--- config.mk ---
export PLATFORM = sky130hd
export DESIGN_NAME = riscv_wb_stage
export DESIGN_NICKNAME = d
export VERILOG_FILES = /design/src/rtl/riscv_wb_stage_pkg.sv /design/src/rtl/riscv_wb_stage_load_ext.sv /design/src/rtl/riscv_wb_stage.sv
export SDC_FILE = /design/constraint.sdc
export NUM_CORES = 1
export LEC_CHECK = 0
export ABC_AREA = 1
export BUFFER_PORTS_ARGS = -buffer_cell sky130_fd_sc_hd__buf_2
export CORE_ASPECT_RATIO = 1.75
export CORE_UTILIZATION = 52
export CTS_CLUSTER_DIAMETER = 50
export DETAILED_ROUTE_END_ITERATION = 12
export GPL_TIMING_DRIVEN = 0
export PLACE_DENSITY = 0.82
export RECOVER_POWER = 100
export SLEW_MARGIN = 40
export SYNTH_ARGS = -nofsm -noshare
export SYNTH_HDL_FRONTEND = slang
export SYNTH_SLANG_ARGS = --single-unit
--- constraint.sdc ---
create_clock -name clk -period 2.1 [get_ports clk]
set_input_delay 0.315 -clock clk [delete_from_list [all_inputs] [get_ports clk]]
set_output_delay 0.315 -clock clk [all_outputs]
set_load 0.01 [all_outputs]
--- src/rtl/riscv_wb_stage_pkg.sv ---
// riscv_constants: shared types and constants for the kana-riscv writeback path.
//   wb_sel_t    - writeback source select (ALU, MEM, PC, CSR)
//   LB..LWU     - RV load funct3 codes
//   wb_state_t  - writeback stage FSM states
//   rf_write_en - register-file write qualifier (x0 is never written)
package riscv_constants;

  localparam int WB_SEL_W = 2;

  typedef enum logic [1:0] {
    WB_ALU = 2'd0,
    WB_MEM = 2'd1,
    WB_PC  = 2'd2,
    WB_CSR = 2'd3
  } wb_sel_t;

  localparam logic [2:0] LB  = 3'b000;
  localparam logic [2:0] LH  = 3'b001;
  localparam logic [2:0] LW  = 3'b010;
  localparam logic [2:0] LD  = 3'b011;
  localparam logic [2:0] LBU = 3'b100;
  localparam logic [2:0] LHU = 3'b101;
  localparam logic [2:0] LWU = 3'b110;

  typedef enum logic [0:0] {
    IDLE     = 1'b0,
    WAIT_MEM = 1'b1
  } wb_state_t;

  // Architectural register x0 is hard-wired to zero, so a write to it is dropped.
  function automatic logic rf_write_en(input logic we, input logic [4:0] addr);
    return we && (addr != 5'd0);
  endfunction

endpackage

--- src/rtl/riscv_wb_stage_load_ext.sv ---
// riscv_load_ext: combinational load alignment and sign/zero extension.
//   funct3  - RV load type
//   addr_lo - byte offset of the load within the memory word
//   rdata   - raw data-memory word
//   ext     - aligned, extended register value
// Misaligned offsets are not checked; the low bits are used as given.
module riscv_load_ext
  import riscv_constants::*;
#(
  parameter int WORD_LENGTH = 32,
  localparam int LANE_W = $clog2(WORD_LENGTH / 8)
) (
  input  logic [2:0]             funct3,
  input  logic [LANE_W-1:0]      addr_lo,
  input  logic [WORD_LENGTH-1:0] rdata,
  output logic [WORD_LENGTH-1:0] ext
);

  logic [LANE_W-1:0]      half_off_s;
  logic [LANE_W-1:0]      word_off_s;
  logic [WORD_LENGTH-1:0] byte_sh_s;
  logic [WORD_LENGTH-1:0] half_sh_s;
  logic [WORD_LENGTH-1:0] word_sh_s;

  // Round the offset down to the containing half/word; at 32 bits the word offset is always 0.
  assign half_off_s = (addr_lo >> 1) << 1;
  assign word_off_s = (addr_lo >> 2) << 2;

  // Move the selected lane down to bit 0 (offsets are in bytes, so scale by 8).
  assign byte_sh_s = rdata >> {addr_lo, 3'b000};
  assign half_sh_s = rdata >> {half_off_s, 3'b000};
  assign word_sh_s = rdata >> {word_off_s, 3'b000};

  // Extension per load type; 64-bit-only codes fall back to raw data in a 32-bit build.
  always_comb begin
    ext = rdata;
    case (funct3)
      LB:  ext = WORD_LENGTH'($signed(byte_sh_s[7:0]));
      LBU: ext = WORD_LENGTH'(byte_sh_s[7:0]);
      LH:  ext = WORD_LENGTH'($signed(half_sh_s[15:0]));
      LHU: ext = WORD_LENGTH'(half_sh_s[15:0]);
      LW: begin
        if (WORD_LENGTH == 64) begin
          ext = WORD_LENGTH'($signed(word_sh_s[31:0]));
        end else begin
          ext = rdata;
        end
      end
      LWU: begin
        if (WORD_LENGTH == 64) begin
          ext = WORD_LENGTH'(word_sh_s[31:0]);
        end else begin
          ext = rdata;
        end
      end
      LD:      ext = rdata;
      default: ext = rdata;
    endcase
  end

endmodule

--- src/rtl/riscv_wb_stage.sv ---
// riscv_wb_stage: registered writeback stage of the kana-riscv core.
//   clk, rst_n           - clock, asynchronous active-low reset
//   in_valid / in_ready  - handshake with the MEM stage
//   wb_sel, rd_we, rd_addr, alu_out, pc_plus4, csr_dout - retiring instruction
//   ld_funct3, ld_addr_lo, dmem_rvalid, dmem_rdata      - load type and memory response
//   rf_we, rf_waddr, rf_wdata   - register-file write port (1-cycle pulse)
//   load_pending, load_rd       - hazard info while a load waits for memory
//   retire, retire_cnt          - retire pulse and wrapping retired-instruction count
module riscv_wb_stage
  import riscv_constants::*;
#(
  parameter int WORD_LENGTH  = 32,
  parameter int RETIRE_CNT_W = 64,
  localparam int LANE_W = $clog2(WORD_LENGTH / 8)
) (
  input  logic                    clk,
  input  logic                    rst_n,
  input  logic                    in_valid,
  output logic                    in_ready,
  input  logic [WB_SEL_W-1:0]     wb_sel,
  input  logic                    rd_we,
  input  logic [4:0]              rd_addr,
  input  logic [WORD_LENGTH-1:0]  alu_out,
  input  logic [WORD_LENGTH-1:0]  pc_plus4,
  input  logic [WORD_LENGTH-1:0]  csr_dout,
  input  logic [2:0]              ld_funct3,
  input  logic [LANE_W-1:0]       ld_addr_lo,
  input  logic                    dmem_rvalid,
  input  logic [WORD_LENGTH-1:0]  dmem_rdata,
  output logic                    rf_we,
  output logic [4:0]              rf_waddr,
  output logic [WORD_LENGTH-1:0]  rf_wdata,
  output logic                    load_pending,
  output logic [4:0]              load_rd,
  output logic                    retire,
  output logic [RETIRE_CNT_W-1:0] retire_cnt
);

  wb_state_t               state_r;
  logic                    lat_we_r;
  logic [4:0]              lat_rd_r;
  logic [2:0]              lat_f3_r;
  logic [LANE_W-1:0]       lat_lo_r;
  logic                    rf_we_r;
  logic [4:0]              rf_waddr_r;
  logic [WORD_LENGTH-1:0]  rf_wdata_r;
  logic                    retire_r;
  logic [RETIRE_CNT_W-1:0] retire_cnt_r;

  logic [2:0]              ext_f3_s;
  logic [LANE_W-1:0]       ext_lo_s;
  logic [WORD_LENGTH-1:0]  ext_data_s;
  logic [WORD_LENGTH-1:0]  sel_data_s;

  // While waiting, the extender must see the latched load, not whatever MEM presents now.
  always_comb begin
    if (state_r == WAIT_MEM) begin
      ext_f3_s = lat_f3_r;
      ext_lo_s = lat_lo_r;
    end else begin
      ext_f3_s = ld_funct3;
      ext_lo_s = ld_addr_lo;
    end
  end

  riscv_load_ext #(
    .WORD_LENGTH (WORD_LENGTH)
  ) u_load_ext (
    .funct3  (ext_f3_s),
    .addr_lo (ext_lo_s),
    .rdata   (dmem_rdata),
    .ext     (ext_data_s)
  );

  // Non-memory writeback source select.
  always_comb begin
    sel_data_s = alu_out;
    case (wb_sel_t'(wb_sel))
      WB_PC:   sel_data_s = pc_plus4;
      WB_CSR:  sel_data_s = csr_dout;
      WB_ALU:  sel_data_s = alu_out;
      default: sel_data_s = alu_out;
    endcase
  end

  // Stage FSM with registered writeback, hazard and retire outputs.
  always_ff @(posedge clk or negedge rst_n) begin
    if (!rst_n) begin
      state_r      <= IDLE;
      lat_we_r     <= 1'b0;
      lat_rd_r     <= 5'd0;
      lat_f3_r     <= 3'd0;
      lat_lo_r     <= '0;
      rf_we_r      <= 1'b0;
      rf_waddr_r   <= 5'd0;
      rf_wdata_r   <= '0;
      retire_r     <= 1'b0;
      retire_cnt_r <= '0;
    end else begin
      rf_we_r  <= 1'b0;
      retire_r <= 1'b0;
      case (state_r)
        IDLE: begin
          if (in_valid) begin
            if ((wb_sel == WB_MEM) && !dmem_rvalid) begin
              // Response not here yet: park the load and stall MEM.
              lat_we_r <= rd_we;
              lat_rd_r <= rd_addr;
              lat_f3_r <= ld_funct3;
              lat_lo_r <= ld_addr_lo;
              state_r  <= WAIT_MEM;
            end else begin
              rf_we_r      <= rf_write_en(rd_we, rd_addr);
              rf_waddr_r   <= rd_addr;
              rf_wdata_r   <= (wb_sel == WB_MEM) ? ext_data_s : sel_data_s;
              retire_r     <= 1'b1;
              retire_cnt_r <= retire_cnt_r + 1'b1;
            end
          end
        end
        WAIT_MEM: begin
          if (dmem_rvalid) begin
            rf_we_r      <= rf_write_en(lat_we_r, lat_rd_r);
            rf_waddr_r   <= lat_rd_r;
            rf_wdata_r   <= ext_data_s;
            retire_r     <= 1'b1;
            retire_cnt_r <= retire_cnt_r + 1'b1;
            state_r      <= IDLE;
          end
        end
        default: state_r <= IDLE;
      endcase
    end
  end

  assign in_ready     = (state_r == IDLE);
  assign load_pending = (state_r == WAIT_MEM);
  assign load_rd      = (state_r == WAIT_MEM) ? lat_rd_r : 5'd0;
  assign rf_we        = rf_we_r;
  assign rf_waddr     = rf_waddr_r;
  assign rf_wdata     = rf_wdata_r;
  assign retire       = retire_r;
  assign retire_cnt   = retire_cnt_r;

endmodule

# == Word level (Yosys, flattened, before mapping) ==
# Index checks and enable logic that the tools add are counted.
# word_totals
regBits,115
inputBits,145
# op_classes
add_sub_neg,1
eq_ne,9
n_shift,2
muxes,30
bitwise,1
reduce_logical,9
# ops
cell,n
$mux W64,3
$mux W32,4
$pmux W32 S2,2
$pmux W32 S4,1
$pmux W64 S2,1
$add A64 B1 Y64 const B,1
$shr A32 B5 Y16,1
$shr A32 B5 Y8,1
$mux W5,4
$pmux W5 S2,1
$reduce_bool A5 Y1,2
$mux W1,9
$eq A3 B3 Y1 const B,2
$ne A2 B2 Y1 const B,3
$pmux W1 S2,3
$reduce_and A3 Y1,2
$eq A2 B2 Y1 const B,2
$eq A3 B1 Y1 const B,1
$logic_and A1 B1 Y1,3
$logic_not A3 Y1,1
$mux W3,1
$eq A2 B1 Y1 const B,1
$mux W2,1
$logic_not A1 Y1,1
$not A1 Y1,1

# == Longest topological paths before layout ==
# depth
word_depth,7
ltp_mapped,13
ltp_nobuf,12

# == By module ==
# Synthesis repeated with hierarchy kept, for this count alone.
# hier_totals
cells_unflattened,1068
hier_area_um2,7604.8
# modules_own_cells
module,n_inst,cells_each,area_per_inst_um2
riscv_wb_stage,1,911,6750.2
riscv_load_ext,1,157,854.6

# == Least setup slack after synthesis ==
# Ideal clock, no wire load.
# synth_path
path_type,flip-flop to flip-flop
start,"register retire_cnt_r[0], in the netlist retire_cnt[0]"
end,"register retire_cnt_r[60], in the netlist retire_cnt[60]"
arrival_ns,1.617
setup_slack_ns,0.370
stages_incl_launch_ff,11
n_path_buf,0
period_less_slack_ns,1.730
cell_sequence,dfrtp_1 > ha_1 > inv_1 > nor2_2 > nand2_1 > nor2_1 > nand3_1 > nor2_2 > nand3_1 > nand2_1 > inv_1
# synth_between
elab_chain_cells,4
elab_cells_between_ends,5
# synth_lines
item,line_no,rtl
"start, declared",riscv_wb_stage.sv:48,logic [RETIRE_CNT_W-1:0] retire_cnt_r;
"start signal, assigned",riscv_wb_stage.sv:117,retire_cnt_r <= retire_cnt_r + 1'b1;
"start signal, assigned",riscv_wb_stage.sv:127,retire_cnt_r <= retire_cnt_r + 1'b1;
$add A64 B1 Y64 *,"riscv_wb_stage.sv:117, riscv_wb_stage.sv:127",
$mux W64,riscv_wb_stage.sv:105,if ((wb_sel == WB_MEM) && !dmem_rvalid) begin
$mux W64,riscv_wb_stage.sv:104,if (in_valid) begin
$pmux W64 S2 *,riscv_wb_stage.sv:102,case (state_r)
# Every way passes the cells marked *; elsewhere a longest branch is shown, timed or not. The select of a mux whose other input is x is not followed.
# A chain may end at the register's enable or synchronous reset.

# == Worst setup path after layout ==
# layout_path
start,"register state_r, in the netlist load_pending"
end,"register rf_wdata_r[14], in the netlist rf_wdata[14]"
# layout_between
elab_chain_cells,7
elab_cells_between_ends,19
# layout_lines
item,line_no,rtl
"start, declared",riscv_wb_stage.sv:39,wb_state_t state_r;
"start signal, assigned",riscv_wb_stage.sv:89,state_r <= IDLE;
"start signal, assigned",riscv_wb_stage.sv:111,state_r <= WAIT_MEM;
"start signal, assigned",riscv_wb_stage.sv:128,state_r <= IDLE;
$mux W2 / $mux W3 (equally long branches),riscv_wb_stage.sv:57,if (state_r == WAIT_MEM) begin
$shr A32 B5 Y16 (tied with other cells),riscv_wb_stage_load_ext.sv:31,"assign half_sh_s = rdata >> {half_off_s, 3'b000};"
$pmux W32 S4,riscv_wb_stage_load_ext.sv:37,case (funct3)
$mux W32,riscv_wb_stage.sv:115,rf_wdata_r <= (wb_sel == WB_MEM) ? ext_data_s : sel_data_s;
$mux W32,riscv_wb_stage.sv:105,
$mux W32,riscv_wb_stage.sv:104,
$pmux W32 S2,riscv_wb_stage.sv:102,
"end signal, assigned",riscv_wb_stage.sv:115,
"end signal, assigned",riscv_wb_stage.sv:125,rf_wdata_r <= ext_data_s;
"end, declared",riscv_wb_stage.sv:46,logic [WORD_LENGTH-1:0] rf_wdata_r;
# Several ways; a longest one is shown, not always the timed one. The select of a mux whose other input is x is not followed.

==> results.md <==
* Outcome: finished clean
* EDFF count, synth at 0
* WL per Instance at 17.0 um
* Post-synth top cells: nand2_1 (412), nor2_1 (127), dfrtp_1 (115)
* Pre-antenna DRT Iters at 6
* Crit-path max cell delay at 0.42 ns
* Vias in the first global route at 8788
* Crit path setup slack, layout at 0.0939 ns
* CP Buf/Inv Count at 3
* Clock root buffer: clkbuf_16
* Fin. max-slew vios at 0
* Most common cell in the synthesized netlist: nand2_1
* Post-Syn Instances at 1167
* Routed vias at 9008
* Vias per cell at 5.50
* Grt met3 use at 5.94%
* CP endpoint kind: flop
* Final Instance Count excl. Fillers at 1639
* IO Port Bufs at 253
* Hold Crit Class: input port to flop
* Ys flop type: dfrtp_1
* Detailed placer's ending HPWL at 22100 um
* Most frequent CP cell: buf_6
* Fin nets at 1589
* Ys Warns at 0
* Final setup skew at 0.0117 ns
* CTS max path bufs at 2
* Largest net degree at the start of global routing at 73
* Busiest grt layer: met2
* Area taken by multi-input logic gates at 4320 um^2
* Critical Path Slowest Stage Cell: o21ai_0
* Initial Util at 53.1%
* VDD IR-drop max at 519 uV
* Worst hold stages at 2
* Iteration-0 DRC Markers at 359
* Die Y-Extent at 164 um
* Share of cells above drive strength 1 at 18.5%
* Worst Reg-to-Reg Cells at 9
* Fill count at 1405
* First-pass GRT wire length at 42500 um
* Max Cap Viol at 0
* Die W at 94.8 um
* Syn avg cell area at 6.71 um^2
* CP arrival at 2.32 ns
* Slew margin rel. at 24.0%
* Total CTS buffers at 17
* Yosys top cell area share at 36.7%
* Sink Count at 115
* Synth top area cells: dfrtp_1 (37%), nand2_1 (20%), nand3_1 (6.8%), nor2_1 (6.1%), inv_1 (4.6%)
* Post-route DRC at 0
* IO Count at 255
* Htree depth at 4
* Initial antenna violation count at 0
* CP required at 2.41 ns
* Hold path start: dmem_rvalid
* CP Launch Type: flop
* Diode count at 0
* Crit-path max FO at 10
* Placed cell count at 1604
* Worst path top cell family by delay: simple AND/OR/NAND/NOR gates
* GRT Resource Usage Total at 36.3%
* Die area at 15600 um^2
* Worst Hold Path EP: load_pending$_DFF_PN0_
* Met2 Usage GRT at 67.6%
* Cell taking the most area after synthesis: dfrtp_1
* Final period utilization at 95.5%
* Endpoints failing hold at 0
* CTS tree: done
* R2R Path Start: load_pending$_DFF_PN0_
* Synth Register Bits at 115
* FF/Latch Area at 2880 um^2
* ANT nets after route at 0
* Final Wtd Congestion at 0.960
* Yosys cell types at 38
* Overflow after GRT at 0
* Worst slew pin tran at 1.14 ns
* Cell Area, Synth at 7840 um^2
* Syn nets at 1313
* Asr flop ratio synth at 100%
* Critical path depth at 9
* Lkg Pwr at 0.00477 uW
* Critical path class: flop to flop
* R2r endpoint: rf_wdata[14]$_DFFE_PN0P_
* Placement Rows at 59
* Total Wirelength at 27800 um
* P&R area growth vs syn at 26.3%
* RSZ-0062 raised after global routing: true
* Internal reg-to-reg setup slack at 0.09 ns
* Clk pin slew, worst setup/hold paths at 0.06 ns
* Setup-failing EPs final at 0
* Core area at 14800 um^2
* Max Fclk at 498 MHz
* Pwr/cell area at 760 nW/um^2
* Met1 global-route usage at 32.9%
* Seq/Total Area, Yosys at 36.7%
* Dpl ws at -0.0450 ns
* Final min period at 2.01 ns
* Crit-path cells: buf_6, buf_6, o21ai_0, nor2_1, nand3_4, buf_6, nand3_2, nand2_1, nand2_1
* Clock latency on the worst-skew pair at 0.42 ns
## cell families after synthesis
group | Yosys count | share of synthesized area [%]
mux | 1 | 0.144
flops | 115 | 36.7
simple gates | 713 | 39.7
fa+ha+maj | 1 | 0.160
xor+xnor | 39 | 4.36
buf+inv | 151 | 8.33
compound gates | 147 | 10.6
## cell type report
class	instances	area share [%]
Sequential cell	115	29.1
Timing Repair Buffer	257	12.1
Clock inverter	14	1.77
Tap cell	183	2.31
Multi-Input combinational cell	901	43.6
Clock buffer	18	4.44
Inverter	104	4.00
Buffer	47	2.60
## where the power goes
group | total (uW) | switching (uW) | internal, uW
registers | 2760 | 250 | 2510
logic | 1700 | 1090 | 608
clock network | 3060 | 1150 | 1910
## sequential cells by signal, indices dropped and copies added (netlist names)
name,count
retire_cnt,64
rf_wdata,32
lat_rd_r,5
rf_waddr,5
lat_f3_r,3
lat_lo_r,2
lat_we_r,1
load_pending,1
retire,1
rf_we,1
## cells in the final DEF (no fill, tap or decap), types with 3 or more instances in the layout
master	netlist	final
nand3_2	19	20
clkbuf_1	22	116
clkinvlp_4	0	3
buf_6	8	8
nand3b_1	3	3
nand3_1	106	105
clkbuf_16	0	17
nand4_1	19	19
buf_4	1	3
bufinv_16	0	3
xor2_1	27	27
a31oi_1	32	32
inv_1	97	97
nor3_1	5	5
dfrtp_1	115	114
o211ai_1	5	5
inv_2	5	5
nor2_1	127	126
clkinv_4	0	3
buf_2	14	172
nor2_2	9	9
a21oi_1	63	63
nor2_4	2	3
o21ai_0	42	42
xnor2_1	12	12
nand2_1	412	412
nand2_4	3	3
inv_6	0	3
## how the worst max path moves through the flow
stage / slack [ns] / from / to
2_1_floorplan: 0.37 / retire_cnt[0]$_DFFE_PN0P_ / retire_cnt[60]$_DFFE_PN0P_
3_3_place_gp: -0.70 / rst_n / rf_wdata[15]$_DFFE_PN0P_
3_5_place_dp: -0.05 / retire_cnt[0]$_DFFE_PN0P_ / retire_cnt[60]$_DFFE_PN0P_
4_1_cts: 0.04 / retire_cnt[0]$_DFFE_PN0P_ / retire_cnt[60]$_DFFE_PN0P_
5_1_grt: -0.02 / retire_cnt[0]$_DFFE_PN0P_ / retire_cnt[60]$_DFFE_PN0P_
6_report: 0.09 / load_pending$_DFF_PN0_ / rf_wdata[14]$_DFFE_PN0P_
## repair_timing
item | CTS | global route
pin swaps | 0 | 1
resized for setup | 2 | 2
setup buffers | 0 | 2
hold endpoints to repair | 43 | 0
endpoints found under the setup margin | 2 | 11
hold buffers | 1 | 0
## metal layers
layer / part of all wire (%) / up-vias
met5: 0 / -
met2: 54 / 438
met4: 8.4 / 0
met3: 5.4 / 154
li1: - / 4325
met1: 32 / 4091
## through the flow
step	util (%)	hold WS [ns]	power [uW]	instance area [um^2]	setup TNS, ns
2_1_floorplan	-	0.0194	3750	7840	0
3_3_place_gp	63.2	0.460	4470	9330	-79.46
3_5_place_dp	63.5	0.227	4510	9370	-0.0824
4_1_cts	67.8	0.116	7550	10000	0
5_1_grt	67.0	0.138	7840	9890	-0.0255
6_report	67.0	0.123	7520	9890	0
(Power assumes the default switching activity.)
